==> src/rtl/vga_pkg.sv <==
// Shared types and constants for the VGA output stage.
package vga_pkg;

   typedef enum logic [1:0] {
      BRIGHT     = 2'd0,
      FADING_OUT = 2'd1,
      DARK       = 2'd2,
      FADING_IN  = 2'd3
   } fade_state_t;

   localparam int unsigned DEFAULT_COLOR_BITS = 4;
   localparam int unsigned BAR_SHIFT          = 6;
   localparam int unsigned LED_COUNT          = 10;
   localparam int unsigned COLUMN_BITS        = 10;

endpackage

==> src/rtl/vga_output_stage_if.sv <==
// Drawer/timing-generator pixel bus feeding the output stage.
interface vga_output_stage_if
   import vga_pkg::*;
#(
   parameter int unsigned COLOR_BITS = DEFAULT_COLOR_BITS
);
   logic [COLOR_BITS-1:0]  red_in;
   logic [COLOR_BITS-1:0]  green_in;
   logic [COLOR_BITS-1:0]  blue_in;
   logic                   hsync_in;
   logic                   vsync_in;
   logic                   display_enable;
   logic [COLUMN_BITS-1:0] column;

   modport master (
      output red_in, green_in, blue_in, hsync_in, vsync_in, display_enable, column
   );

   modport slave (
      input red_in, green_in, blue_in, hsync_in, vsync_in, display_enable, column
   );
endinterface

==> src/rtl/vga_delay_line.sv <==
// Synchronous-reset shift register; zero depth degenerates to a wire.
module vga_delay_line #(
   parameter int unsigned           WIDTH       = 1,
   parameter int unsigned           DEPTH       = 1,
   parameter logic [WIDTH-1:0]      RESET_VALUE = '0
) (
   input  logic             vga_clock,
   input  logic             reset,
   input  logic [WIDTH-1:0] din,
   output logic [WIDTH-1:0] dout
);

   generate
      if (DEPTH == 0) begin : g_wire
         logic unused_ctrl;
         assign unused_ctrl = vga_clock ^ reset;
         assign dout = din;
      end else begin : g_shift
         logic [WIDTH-1:0] stages [DEPTH];

         // Shift samples one stage per pixel clock
         always_ff @(posedge vga_clock) begin
            if (reset) begin
               for (int i = 0; i < int'(DEPTH); i++) stages[i] <= RESET_VALUE;
            end else begin
               stages[0] <= din;
               for (int i = 1; i < int'(DEPTH); i++) stages[i] <= stages[i-1];
            end
         end

         assign dout = stages[DEPTH-1];
      end
   endgenerate

endmodule

==> src/rtl/vga_output_stage.sv <==
// Final VGA pixel stage: timing alignment, blanking, brightness fade,
// colour-bar test pattern and status LEDs.
module vga_output_stage
   import vga_pkg::*;
#(
   parameter int unsigned COLOR_BITS      = DEFAULT_COLOR_BITS,
   parameter int unsigned DRAW_LATENCY    = 1,
   parameter int unsigned FRAMES_PER_STEP = 2,
   parameter int unsigned HEARTBEAT_DIV   = 2_500_000,
   parameter int unsigned RESET_DARK      = 0
) (
   input  logic                  vga_clock,
   input  logic                  reset,
   vga_output_stage_if.slave     pix,
   input  logic                  fade_in_req,
   input  logic                  fade_out_req,
   input  logic                  test_pattern,
   output logic [COLOR_BITS-1:0] vga_red,
   output logic [COLOR_BITS-1:0] vga_green,
   output logic [COLOR_BITS-1:0] vga_blue,
   output logic                  vga_hsync,
   output logic                  vga_vsync,
   output logic                  fade_busy,
   output logic [LED_COUNT-1:0]  leds
);

   localparam int unsigned N        = COLOR_BITS;
   localparam int unsigned PROD_W   = 2 * N + 1;
   localparam int unsigned DL_WIDTH = 3 + COLUMN_BITS;
   localparam int unsigned STEP_W   = (FRAMES_PER_STEP > 1) ? $clog2(FRAMES_PER_STEP) : 1;
   localparam int unsigned HB_W     = (HEARTBEAT_DIV > 1) ? $clog2(HEARTBEAT_DIV) : 1;

   localparam logic [N-1:0]        LEVEL_MAX = '1;
   localparam logic [STEP_W-1:0]   STEP_LAST = STEP_W'(FRAMES_PER_STEP - 1);
   localparam logic [HB_W-1:0]     HB_LAST   = HB_W'(HEARTBEAT_DIV - 1);
   localparam logic [DL_WIDTH-1:0] DL_RESET  = {2'b11, 1'b0, COLUMN_BITS'(0)};

   localparam logic [1:0] S_BRIGHT     = BRIGHT;
   localparam logic [1:0] S_FADING_OUT = FADING_OUT;
   localparam logic [1:0] S_DARK       = DARK;
   localparam logic [1:0] S_FADING_IN  = FADING_IN;

   logic [DL_WIDTH-1:0]    dl_out;
   logic                   d_hs, d_vs, d_de;
   logic [COLUMN_BITS-1:0] d_col;

   logic                   vs_prev, frame_tick;
   logic [1:0]             state, state_nx;
   logic [N-1:0]           level, level_nx;
   logic [STEP_W-1:0]      step_cnt, step_cnt_nx;
   logic [HB_W-1:0]        hb_cnt;
   logic                   heartbeat, test_pattern_q;

   logic [2:0]             bar;
   logic [N-1:0]           sel_red, sel_green, sel_blue;
   logic [N:0]             level_p1;
   logic [PROD_W-1:0]      prod_red, prod_green, prod_blue;
   logic                   unused_bits;

   // Align syncs, enable and column with the drawer's colour latency
   vga_delay_line #(
      .WIDTH       (DL_WIDTH),
      .DEPTH       (DRAW_LATENCY),
      .RESET_VALUE (DL_RESET)
   ) u_delay (
      .vga_clock (vga_clock),
      .reset     (reset),
      .din       ({pix.hsync_in, pix.vsync_in, pix.display_enable, pix.column}),
      .dout      (dl_out)
   );

   assign {d_hs, d_vs, d_de, d_col} = dl_out;

   // Frame tick on the falling edge of the aligned vsync
   always_ff @(posedge vga_clock) begin
      if (reset) begin
         vs_prev    <= 1'b1;
         frame_tick <= 1'b0;
      end else begin
         vs_prev    <= d_vs;
         frame_tick <= vs_prev & ~d_vs;
      end
   end

   // Fade FSM next-state, level and step counter; accepted requests beat steps
   always_comb begin
      logic out_ok, in_ok, wrap;
      state_nx    = state;
      level_nx    = level;
      step_cnt_nx = step_cnt;
      out_ok      = fade_out_req & ~fade_in_req;
      in_ok       = fade_in_req & ~fade_out_req;
      wrap        = frame_tick && (step_cnt == STEP_LAST);
      case (state)
         S_BRIGHT: begin
            if (out_ok) begin
               state_nx    = S_FADING_OUT;
               step_cnt_nx = '0;
            end
         end
         S_DARK: begin
            if (in_ok) begin
               state_nx    = S_FADING_IN;
               step_cnt_nx = '0;
            end
         end
         S_FADING_OUT: begin
            if (in_ok) begin
               state_nx = S_FADING_IN;
            end else if (frame_tick) begin
               step_cnt_nx = wrap ? '0 : step_cnt + STEP_W'(1);
               if (wrap) begin
                  if (level <= N'(1)) begin
                     level_nx = '0;
                     state_nx = S_DARK;
                  end else begin
                     level_nx = level - N'(1);
                  end
               end
            end
         end
         default: begin
            if (out_ok) begin
               state_nx = S_FADING_OUT;
            end else if (frame_tick) begin
               step_cnt_nx = wrap ? '0 : step_cnt + STEP_W'(1);
               if (wrap) begin
                  if (level >= LEVEL_MAX - N'(1)) begin
                     level_nx = LEVEL_MAX;
                     state_nx = S_BRIGHT;
                  end else begin
                     level_nx = level + N'(1);
                  end
               end
            end
         end
      endcase
   end

   // Fade state register
   always_ff @(posedge vga_clock) begin
      if (reset) begin
         state     <= (RESET_DARK != 0) ? S_DARK : S_BRIGHT;
         level     <= (RESET_DARK != 0) ? '0 : LEVEL_MAX;
         step_cnt  <= '0;
         fade_busy <= 1'b0;
      end else begin
         state     <= state_nx;
         level     <= level_nx;
         step_cnt  <= step_cnt_nx;
         fade_busy <= (state_nx == S_FADING_OUT) || (state_nx == S_FADING_IN);
      end
   end

   // Colour source: drawer colour or colour bars from the aligned column
   always_comb begin
      bar       = d_col[BAR_SHIFT +: 3];
      sel_red   = pix.red_in;
      sel_green = pix.green_in;
      sel_blue  = pix.blue_in;
      if (test_pattern) begin
         sel_red   = {N{bar[0]}};
         sel_green = {N{bar[1]}};
         sel_blue  = {N{bar[2]}};
      end
   end

   // Brightness scaling: c * (level + 1) >> N
   assign level_p1   = {1'b0, level} + (N+1)'(1);
   assign prod_red   = PROD_W'(sel_red)   * PROD_W'(level_p1);
   assign prod_green = PROD_W'(sel_green) * PROD_W'(level_p1);
   assign prod_blue  = PROD_W'(sel_blue)  * PROD_W'(level_p1);

   assign unused_bits = ^{d_col[COLUMN_BITS-1:BAR_SHIFT+3], d_col[BAR_SHIFT-1:0],
                          prod_red[PROD_W-1], prod_red[N-1:0],
                          prod_green[PROD_W-1], prod_green[N-1:0],
                          prod_blue[PROD_W-1], prod_blue[N-1:0]};

   // Output register: blanked, scaled pixel plus aligned syncs
   always_ff @(posedge vga_clock) begin
      if (reset) begin
         vga_red   <= '0;
         vga_green <= '0;
         vga_blue  <= '0;
         vga_hsync <= 1'b1;
         vga_vsync <= 1'b1;
      end else begin
         vga_red   <= d_de ? prod_red[2*N-1:N]   : '0;
         vga_green <= d_de ? prod_green[2*N-1:N] : '0;
         vga_blue  <= d_de ? prod_blue[2*N-1:N]  : '0;
         vga_hsync <= d_hs;
         vga_vsync <= d_vs;
      end
   end

   // Heartbeat divider and registered test-pattern status
   always_ff @(posedge vga_clock) begin
      if (reset) begin
         hb_cnt         <= '0;
         heartbeat      <= 1'b0;
         test_pattern_q <= 1'b0;
      end else begin
         test_pattern_q <= test_pattern;
         if (hb_cnt == HB_LAST) begin
            hb_cnt    <= '0;
            heartbeat <= ~heartbeat;
         end else begin
            hb_cnt <= hb_cnt + HB_W'(1);
         end
      end
   end

   assign leds = {(LED_COUNT-4)'(0), test_pattern_q, fade_busy, 1'b1, heartbeat};

endmodule
==> src/flat_wrapper.sv <==
// flat-port wrapper written by rule: the top's interface ports become plain ports
module vga_output_stage_flat import vga_pkg::*;
#(
   parameter int unsigned COLOR_BITS      = DEFAULT_COLOR_BITS,
   parameter int unsigned DRAW_LATENCY    = 1,
   parameter int unsigned FRAMES_PER_STEP = 2,
   parameter int unsigned HEARTBEAT_DIV   = 2_500_000,
   parameter int unsigned RESET_DARK      = 0
)
  (vga_clock, reset, fade_in_req, fade_out_req, test_pattern, vga_red, vga_green, vga_blue, vga_hsync, vga_vsync, fade_busy, leds, pix_red_in, pix_green_in, pix_blue_in, pix_hsync_in, pix_vsync_in, pix_display_enable, pix_column);
  vga_output_stage_if #(.COLOR_BITS(COLOR_BITS)) pix_i ();
  input  logic vga_clock;
  input  logic reset;
  input  logic fade_in_req;
  input  logic fade_out_req;
  input  logic test_pattern;
  output logic [COLOR_BITS-1:0] vga_red;
  output logic [COLOR_BITS-1:0] vga_green;
  output logic [COLOR_BITS-1:0] vga_blue;
  output logic vga_hsync;
  output logic vga_vsync;
  output logic fade_busy;
  output logic [LED_COUNT-1:0] leds;
  input wire logic [$bits(pix_i.red_in)-1:0] pix_red_in;
  input wire logic [$bits(pix_i.green_in)-1:0] pix_green_in;
  input wire logic [$bits(pix_i.blue_in)-1:0] pix_blue_in;
  input wire logic [$bits(pix_i.hsync_in)-1:0] pix_hsync_in;
  input wire logic [$bits(pix_i.vsync_in)-1:0] pix_vsync_in;
  input wire logic [$bits(pix_i.display_enable)-1:0] pix_display_enable;
  input wire logic [$bits(pix_i.column)-1:0] pix_column;
  assign pix_i.red_in = pix_red_in;
  assign pix_i.green_in = pix_green_in;
  assign pix_i.blue_in = pix_blue_in;
  assign pix_i.hsync_in = pix_hsync_in;
  assign pix_i.vsync_in = pix_vsync_in;
  assign pix_i.display_enable = pix_display_enable;
  assign pix_i.column = pix_column;
  vga_output_stage #(.COLOR_BITS(COLOR_BITS), .DRAW_LATENCY(DRAW_LATENCY), .FRAMES_PER_STEP(FRAMES_PER_STEP), .HEARTBEAT_DIV(HEARTBEAT_DIV), .RESET_DARK(RESET_DARK)) u_core (.vga_clock(vga_clock), .reset(reset), .pix(pix_i), .fade_in_req(fade_in_req), .fade_out_req(fade_out_req), .test_pattern(test_pattern), .vga_red(vga_red), .vga_green(vga_green), .vga_blue(vga_blue), .vga_hsync(vga_hsync), .vga_vsync(vga_vsync), .fade_busy(fade_busy), .leds(leds));
endmodule
==> config.mk <==
export PLATFORM = sky130hd
export DESIGN_NAME = vga_output_stage_flat
export DESIGN_NICKNAME = d
export VERILOG_FILES = /design/src/rtl/vga_pkg.sv /design/src/rtl/vga_output_stage_if.sv /design/src/rtl/vga_delay_line.sv /design/src/rtl/vga_output_stage.sv /design/src/flat_wrapper.sv
export SDC_FILE = /design/constraint.sdc
export NUM_CORES = 1
export LEC_CHECK = 0
export CORE_MARGIN = 3
export CORE_UTILIZATION = 56
export DETAILED_ROUTE_END_ITERATION = 6
export PLACE_DENSITY = 0.93
export SYNTH_ARGS = -nofsm -noshare
export SYNTH_HDL_FRONTEND = slang
export SYNTH_HIERARCHICAL = 1
export SYNTH_SLANG_ARGS = --single-unit
==> constraint.sdc <==
create_clock -name vga_clock -period 4.1 [get_ports vga_clock]
set_input_delay 0.41 -clock vga_clock [delete_from_list [all_inputs] [get_ports vga_clock]]
set_output_delay 0.41 -clock vga_clock [all_outputs]
set_load 0.01 [all_outputs]
==> flow_metrics.env, run 1 <==
export IMPL_cts_sinks=53
export IMPL_wl_um=9210
export IMPL_cpMostUsedCell="fa_1"
export IMPL_drt_initial_drc_count=378
export IMPL_die_x_um=88.9
export IMPL_worstMarginPinSlew_ps=672
export IMPL_grt_max_degree=21
export IMPL_avgSynthCellArea_um2=8.63
export IMPL_gp_congestion=0.913
export IMPL_cts_htree_levels=2
export IMPL_vdd_drop_max_mv=0.234
export IMPL_crit_type="in2reg"
export IMPL_drt_pass1_iter_count=5
export IMPL_p_leak_nw=1.89
export IMPL_grt_pass1_vias=3383
export IMPL_outcome="completed"
export IMPL_antenna_found_initial=0
export IMPL_dp_final_hpwl_um=6970
export IMPL_cts_max_path_buffers=2
export IMPL_cp_start_kind="input pin"
export IMPL_antennaDiodeCount=0
export IMPL_clock_fmax_ghz=0.256
export IMPL_clock_latency_ps=320
export IMPL_syn_to_final_growth_pct=16.6
export IMPL_final_core_util_pct=69.1
export IMPL_period_share_pct=95.1
export IMPL_layout_min_cycle_time_ps=3900
export IMPL_relSlewSlack_pct=55.1
export IMPL_finalMaxSlewViolations=0
export IMPL_worstPathCellList="clkdlybuf4s50_1, buf_4, mux2i_1, or2_2, fa_1, fa_1, inv_1, ha_1, nand3_1, a21boi_0, o311ai_0, nor3b_1"
export IMPL_max_cap_violations=0
export IMPL_rsz0062_at_grt="false"
export IMPL_setup_ws_ps=201
export IMPL_design_core_area_mm2=0.00649
export IMPL_p_per_area_mw_per_mm2=227
export IMPL_hold_ws_ps=436
export IMPL_timing_critical_path_buf_inv=3
export IMPL_cts_buffers=5
export IMPL_drive_above_1_share_pct=10.9
export IMPL_min_path_type="reg2reg"
export IMPL_portBuffers=40
export IMPL_start_util_pct=59.2
export IMPL_cp_slowest_stage_delay_ps=650
export IMPL_syn_area_mm2=0.00385
export IMPL_place_ws_ps=-86.8
export IMPL_cts_tree="yes"
export IMPL_multi_input_area_mm2=0.00255
export IMPL_arrival_ps=4140
export IMPL_drtAntennaViolNets=0
export IMPL_synthCells=446
export IMPL_fill_cells=459
export IMPL_skew_ps=8.59
export IMPL_finalSetupViolations=0
export IMPL_vias=3488
export IMPL_root_buffer="clkbuf_8"
export IMPL_track_usage_pct=24.7
export IMPL_yosys_warnings=6
export IMPL_seqCellArea_mm2=0.00106
export IMPL_row_count=29
export IMPL_cts_hold_buf=0
export IMPL_grt_first_pass_wirelength_um=15300
export IMPL_cp_max_fo=7
export IMPL_crit_family="adder cells"
export IMPL_io_pins=55
export IMPL_hold_violations=0
export IMPL_drc=0
export IMPL_crit_slowest_cell="clkdlybuf4s50_1"
export IMPL_wl_per_cell_um=16.1
export IMPL_setup_worst_path_end_class="register"
export IMPL_worstPathRequired_ps=4340
export IMPL_path_clk_slew_ps=110
export IMPL_dieArea_mm2=0.00790
export IMPL_grt_overflow=0
export IMPL_final_nets=572
export IMPL_die_h_um=88.9
export IMPL_via_per_inst=6.09
==> placed cells by master, fill, tap and decap left out, types with 4 or more instances in the layout <==
master and instances:
nand2_1 16, xnor2_1 13, or2_2 13, o21ai_0 15, o31ai_1 6, mux2i_1 13
or3_1 8, nor2_1 53, clkdlybuf4s50_1 40, a21oi_1 18, xor2_1 6, nor4_1 8
ha_1 32, inv_1 29, buf_4 22, nand3_1 16, o311ai_0 4, clkbuf_8 5
nor2b_1 8, conb_1 7, nor3_1 11, fa_1 15, dfxtp_1 52, nor3b_1 4
nand2b_1 12
==> layer usage <==
layer / vias to the layer above / part of all wire (%) / track usage (%)
li1: 1659 / - / -
met1: 1640 / 40 / 29.1
met2: 156 / 51 / 43.5
met3: 33 / 5.9 / 4.61
met4: 0 / 2.9 / 11.3
met5: - / 0 / 0
==> layout make-up <==
cell class / instances / share of cell area, %
multi-input combinational: 343 / 56.9
tap: 77 / 2.15
clock inverter: 3 / 0.641
sequential: 53 / 23.7
timing repair buffer: 62 / 12.6
clock buffer: 5 / 1.53
inverter: 30 / 2.51
==> final timing paths <==
check / slack (ps) / from / cells past startpoint / end
min: 440 / u_core/u_delay/g_shift.stages[0][12]$_SDFF_PP1_ / 1 / u_core/vga_hsync$_SDFF_PP1_
min reg2reg: 440 / u_core/u_delay/g_shift.stages[0][12]$_SDFF_PP1_ / 1 / u_core/vga_hsync$_SDFF_PP1_
max reg2reg: 220 / u_core/level[1]$_SDFFE_PP1P_ / 12 / u_core/vga_blue[3]$_SDFF_PP0_
max: 200 / test_pattern / 12 / u_core/vga_blue[3]$_SDFF_PP0_
==> per-stage QoR <==
step / instances / instance area (um^2) / setup TNS (ps) / total power (W)
3_5_place_dp: 565 / 4380 / -165 / 0.000697
2_1_floorplan: 451 / 3870 / 0 / 0.000634
4_1_cts: 573 / 4480 / 0 / 0.00103
3_3_place_gp: 565 / 4380 / 0 / 0.000690
5_1_grt: 573 / 4490 / 0 / 0.00106
6_report: 573 / 4490 / 0 / 0.00102
==> registers in the layout, summed over array words and instances, names as in the netlist <==
register / count
u_core/test_pattern_q: 1
u_core/fade_busy: 1
u_core/vga_red: 4
u_core/state: 2
u_core/frame_tick: 1
u_core/vga_vsync: 1
u_core/u_delay/g_shift.stages: 6
u_core/step_cnt: 1
u_core/vga_green: 4
u_core/level: 4
u_core/vga_hsync: 1
u_core/vga_blue: 4
u_core/heartbeat: 1
u_core/hb_cnt: 22
==> report_power, final <==
group          total [W]  switching [W]  internal, W  leakage [nW]
Clock           0.000329       0.000200     0.000128        0.0506
Sequential      0.000537     0.00000985     0.000527         0.431
Combinational   0.000153      0.0000768    0.0000762          1.41
Total            0.00102       0.000287     0.000732          1.89
==> timing repair <==
action / in CTS / in global routing
endpoints found under the setup margin: 0 / 1
setup buffers: 0 / 0
resized for setup: 0 / 4
Power figures use the tool's default switching activity.
==> run 2: changes to the inputs <==
--- a/config.mk
+++ b/config.mk
@@ -9,6 +9,7 @@
 export CORE_UTILIZATION = 56
 export DETAILED_ROUTE_END_ITERATION = 6
 export PLACE_DENSITY = 0.93
+export REMOVE_ABC_BUFFERS = 1
 export SYNTH_ARGS = -nofsm -noshare
 export SYNTH_HDL_FRONTEND = slang
 export SYNTH_HIERARCHICAL = 1
==> run 2 against run 1 <==
  * Non-clock buffer count increased by 2
  * Final cell count rose by 0.35%
  * Utilization up 0.096 points
  * Clock-buffer cell count is the same
  * Cell area grew 0.14%
  * Largest power group unchanged
  * Highest routed layer unchanged
==> flow_metrics.env, run 2 (synthesized netlist as in run 1, its figures left out) <==
export IMPL_cp_start_kind="register"
export IMPL_design_core_area_mm2=0.00649
export IMPL_r2r_start="u_core/level[0]$_SDFFE_PP1P_"
export IMPL_timing_hold_worst_endpoint="u_core/vga_hsync$_SDFF_PP1_"
export IMPL_p_leak_nw=1.90
export IMPL_grt_first_pass_wirelength_um=14300
export IMPL_path_clk_slew_ps=110
export IMPL_postCtsSetupRepairBufs=0
export IMPL_clock_fmax_ghz=0.255
export IMPL_grt_max_degree=20
export IMPL_placed_area_mm2=0.00440
export IMPL_layout_min_cycle_time_ps=3930
export IMPL_final_cell_mix="53 x nor2_1, 53 x dfxtp_1, 40 x clkdlybuf4s50_1"
export IMPL_outcome="completed"
export IMPL_row_count=29
export IMPL_drt_pass1_iter_count=5
export IMPL_period_share_pct=95.8
export IMPL_cts_htree_levels=2
export IMPL_wl_um=8870
export IMPL_p_clk_share_pct=32.4
export IMPL_finalSetupViolations=0
export IMPL_root_buffer="clkbuf_8"
export IMPL_top_register="u_core/hb_cnt"
export IMPL_arrival_ps=4190
export IMPL_grt_overflow=0
export IMPL_antennaDiodeCount=0
export IMPL_cts_sinks=53
export IMPL_cts_tree="yes"
export IMPL_drive_above_1_share_pct=10.8
export IMPL_start_util_pct=59.2
export IMPL_comb_power_share_pct=14.7
export IMPL_rrSetupSlack_ps=170
export IMPL_relSlewSlack_pct=51.9
export IMPL_die_x_um=88.9
export IMPL_wl_per_cell_um=15.4
export IMPL_clock_latency_ps=320
export IMPL_tns_ps=0
export IMPL_vias=3497
export IMPL_r2r_end="u_core/vga_red[3]$_SDFF_PP0_"
export IMPL_cts_hold_buf=0
export IMPL_syn_to_final_growth_pct=16.8
export IMPL_cts_buffers=5
export IMPL_p_switching_w=0.000284
export IMPL_dp_final_hpwl_um=6830
export IMPL_hold_path_depth=1
export IMPL_intPower_w=0.000730
export IMPL_crit_type="reg2reg"
export IMPL_setup_ws_ps=172
export IMPL_drt_initial_drc_count=283
export IMPL_skew_ps=4.92
export IMPL_largest_register_ffs=22
export IMPL_antenna_found_initial=0
export IMPL_final_nets=574
export IMPL_io_pins=55
export IMPL_via_per_inst=6.08
export IMPL_worstHoldStart="u_core/u_delay/g_shift.stages[0][12]$_SDFF_PP1_"
export IMPL_finalMaxSlewViolations=0
export IMPL_rsz0062_at_grt="false"
export IMPL_min_path_type="reg2reg"
export IMPL_vdd_drop_max_mv=0.254
export IMPL_track_usage_pct=23.2
export IMPL_cp_max_fo=9
export IMPL_reg_largest_list="u_core/hb_cnt: 22 flops, u_core/u_delay/g_shift.stages: 6 flops"
export IMPL_p_per_area_mw_per_mm2=226
export IMPL_grt_pass1_vias=3343
export IMPL_place_ws_ps=-56.4
export IMPL_swShare_pct=28.0
export IMPL_reg2reg_depth=11
export IMPL_stdcell_area_mm2=0.00449
export IMPL_drtAntennaViolNets=0
export IMPL_gp_congestion=0.927
export IMPL_drc=0
export IMPL_setup_worst_path_end_class="register"
export IMPL_worstPathRequired_ps=4360
export IMPL_p_seq_share_pct=52.9
export IMPL_worstMarginPinSlew_ps=717
export IMPL_power_w=0.00101
export IMPL_hold_violations=0
export IMPL_max_cap_violations=0
export IMPL_cts_max_path_buffers=2
export IMPL_portBuffers=40
export IMPL_final_core_util_pct=69.2
export IMPL_dieArea_mm2=0.00790
export IMPL_die_h_um=88.9
==> run 2: changes by cell type in the layout (fill, tap and decap cells not counted), sizes merged <==
| cell | change |
|---|---|
| buf | +2 |
==> run 2: worst max-delay path, cell delays in order, from the launching register on <==
cell      delay [ps]
dfxtp_1          520
inv_1            150
ha_1             520
nand2b_1         130
fa_1             510
fa_1             570
inv_1             50
ha_1             280
and4b_1          230
o221a_2          290
o41ai_1          390
mux2i_1          230
==> run 2: repair_timing <==
action	in CTS	in global routing
resized for setup	0	1
endpoints found under the setup margin	0	1
hold endpoints to repair	0	0
==> run 2: area by class of cell <==
| cell class | count | area [um^2] |
|---|---|---|
| fill | 461 | 2000 |
| clock buffer | 5 | 68.8 |
| clock inverter | 3 | 28.8 |
| sequential | 53 | 1060 |
| inverter | 30 | 113 |
| tap | 77 | 96.3 |
| timing repair buffer | 64 | 581 |
| multi-input combinational | 343 | 2540 |
==> run 2: per-stage QoR <==
| step | instances | hold WS, ps |
|---|---|---|
| final | 575 | 430 |
| after global routing | 575 | 450 |
| after CTS | 575 | 432 |
| after detailed placement | 567 | 405 |
| after global placement | 567 | 395 |
| after floorplan | 426 | 389 |
==> run 2: metal layers <==
layer  vias to the layer above  track usage [%]  routed length [um]
met1                      1655             24.4                3410
met5                         -                0                   0
li1                       1669                -                   -
met2                       144             42.4                4590
met4                         0             11.1                 254
met3                        29             6.45                 618
==> run 2: how the worst max path moves through the flow <==
stage | startpoint | to | slack [ps] | cells past startpoint
floorplan | u_core/level[0]$_SDFFE_PP1P_ | u_core/vga_red[3]$_SDFF_PP0_ | 420 | 11
global placement | test_pattern | u_core/vga_red[3]$_SDFF_PP0_ | 20 | 12
detailed placement | test_pattern | u_core/vga_green[3]$_SDFF_PP0_ | -60 | 14
CTS | u_core/level[0]$_SDFFE_PP1P_ | u_core/vga_green[3]$_SDFF_PP0_ | 190 | 14
global route | u_core/level[0]$_SDFFE_PP1P_ | u_core/vga_red[3]$_SDFF_PP0_ | 20 | 11
finish | u_core/level[0]$_SDFFE_PP1P_ | u_core/vga_red[3]$_SDFF_PP0_ | 170 | 11
==> run 2: power by group through the flow <==
stage / logic, W / registers, W / clock network (W)
detailed placement: 0.000148 / 0.000549 / 0
global route: 0.000164 / 0.000539 / 0.000357
finish: 0.000149 / 0.000537 / 0.000328
floorplan: 0.0000713 / 0.000549 / 0
global placement: 0.000141 / 0.000547 / 0
CTS: 0.000149 / 0.000537 / 0.000336
==> RTL edit: new RTL, config.mk and constraints of run 2 <==
`HEARTBEAT_DIV` is set to 2_500_000 in 2 places; all go to 10_000_000.
--- a/src/rtl/vga_output_stage.sv
+++ b/src/rtl/vga_output_stage.sv
@@ -6,7 +6,7 @@
    parameter int unsigned COLOR_BITS      = DEFAULT_COLOR_BITS,
    parameter int unsigned DRAW_LATENCY    = 1,
    parameter int unsigned FRAMES_PER_STEP = 2,
-   parameter int unsigned HEARTBEAT_DIV   = 2_500_000,
+   parameter int unsigned HEARTBEAT_DIV   = 10_000_000,
    parameter int unsigned RESET_DARK      = 0
 ) (
    input  logic                  vga_clock,
--- a/src/flat_wrapper.sv
+++ b/src/flat_wrapper.sv
@@ -4,7 +4,7 @@
    parameter int unsigned COLOR_BITS      = DEFAULT_COLOR_BITS,
    parameter int unsigned DRAW_LATENCY    = 1,
    parameter int unsigned FRAMES_PER_STEP = 2,
-   parameter int unsigned HEARTBEAT_DIV   = 2_500_000,
+   parameter int unsigned HEARTBEAT_DIV   = 10_000_000,
    parameter int unsigned RESET_DARK      = 0
 )
   (vga_clock, reset, fade_in_req, fade_out_req, test_pattern, vga_red, vga_green, vga_blue, vga_hsync, vga_vsync, fade_busy, leds, pix_red_in, pix_green_in, pix_blue_in, pix_hsync_in, pix_vsync_in, pix_display_enable, pix_column);
Formal check against the unedited RTL: same outputs for any inputs over 10 cycles, from zero or initial values and one cycle with reset high; that may be too few to reach the edited logic, so the function may still have changed.
==> RTL edit against run 2 <==
  * Worst setup slack better by 100 ps
  * Hold slack worse by 13 ps
  * Critical path depth up 1
  * Routed wire length down 0.89%
  * Non-clock buffer count down 13
  * Area after synthesis up 4.6%
  * Fmax up 2.7%
  * Cell area up 1.9%
  * Power up 6.0%
  * Sequential cell count up 1
  * First-iteration DRC count down 19%
  * Core utilization down 2.5 points
  * Critical path type is now in2reg
==> RTL edit: results (changes against run 2) <==
Worst skew pair latency -> 310 ps
Worst-path clk slew -> 100 ps
First-pass iteration count of the detailed router -> 5 (unchanged)
First-pass GRT wire length -> 14,800 microns (was 14,300 microns)
Wirelength, routed -> 8790 microns (was 8870 microns)
Routed vias/inst -> 5.86 (was 6.08)
Area after DPL -> 4450 sq um (was 4400 sq um)
Worst setup path start -> test_pattern (was u_core/level[0])
Skew final -> 9.97 ps (was 4.92 ps)
Final worst setup slack -> 276 ps (was 172 ps)
Max transition margin -> 0.232 (was 0.519)
Layout cells sized above 1 -> 0.0482 (was 0.108)
Static leakage -> 1.94 nW (was 1.90 nW)
H-tree depth -> 2 (unchanged)
Worst slack after detailed placement -> 19.1 ps (was -56.4 ps)
Post-Synthesis Cells -> 466 (was 446)
Wire per inst -> 14.8 microns (was 15.4 microns)
Hold path startpoint -> u_core/u_delay/g_shift.stages[0][12] (unchanged)
Nets -> 574 (unchanged)
Biggest regs -> u_core/hb_cnt: 24 flops, u_core/u_delay/g_shift.stages: 6 flops (was u_core/hb_cnt: 22 flops, u_core/u_delay/g_shift.stages: 6 flops)
VDD IR max -> 0.166 mV (was 0.254 mV)
Number of global-route vias before repair -> 3,342 (was 3,343)
GRT Total Usage -> 0.214 (was 0.232)
Outcome -> finished, final reports clean (unchanged)
Starting DRT DRC Count -> 229 (was 283)
Reg2reg path depth -> 12 (was 11)
Clock buffer depth -> 2 (unchanged)
FF-to-FF End -> u_core/vga_blue[2] (was u_core/vga_red[3])
Setup crit end -> u_core/vga_red[2] (was u_core/vga_red[3])
Antenna diodes -> 0 (unchanged)
Placed Cells -> 586 (was 567)
TritonCTS Buffers -> 5 (unchanged)
CP max FO -> 13 (was 9)
Largest net degree at the start of global routing -> 24 (was 20)
WP data arrival -> 4060 ps (was 4190 ps)
CP peak stage delay -> 550 ps (was 570 ps)
Global placer's final weighted congestion -> 0.872 (was 0.927)
Worst Hold Slack -> 417 ps (was 430 ps)
Final HPWL DP -> 6290 microns (was 6830 microns)
Slowest cell on the critical path -> fa_1 (unchanged)
-- RTL edit: changes by cell type in the layout (fill, tap and decap cells not counted), sizes merged, moves of 6 or more --
cell and delta:
nor4 -6, nand4 +7, nor2b +6, o21a +9, buf -13
-- RTL edit: timing repair --
action / in CTS / in global routing
setup endpoints to repair: 0 / 6
setup buffers: 0 / 0
hold buffers: 0 / 0
gates resized for setup: 0 / 1
-- RTL edit: area by class of cell --
cell class	count	area, sq um
clock inverters	3	47.5
well taps	96	120
multi-input cells	351	2640
repair buffers	51	495
inverters	34	128
clock buffers	5	68.8
flip-flops and latches	54	1080
fillers	512	2290
-- RTL edit: routing by layer --
layer,track usage,wire length [microns],up-vias
li1,-,-,1666
met1,0.264,3710,1674
met2,0.374,4370,116
met3,0.0333,537,24
met4,0.0829,182,0
met5,0,0,-
-- RTL edit: power breakdown --
group	switching (mW)	total [mW]	internal (mW)
clock	0.191	0.376	0.186
combinational	0.0786	0.153	0.0745
sequential	0.00965	0.546	0.536
total	0.279	1.08	0.796
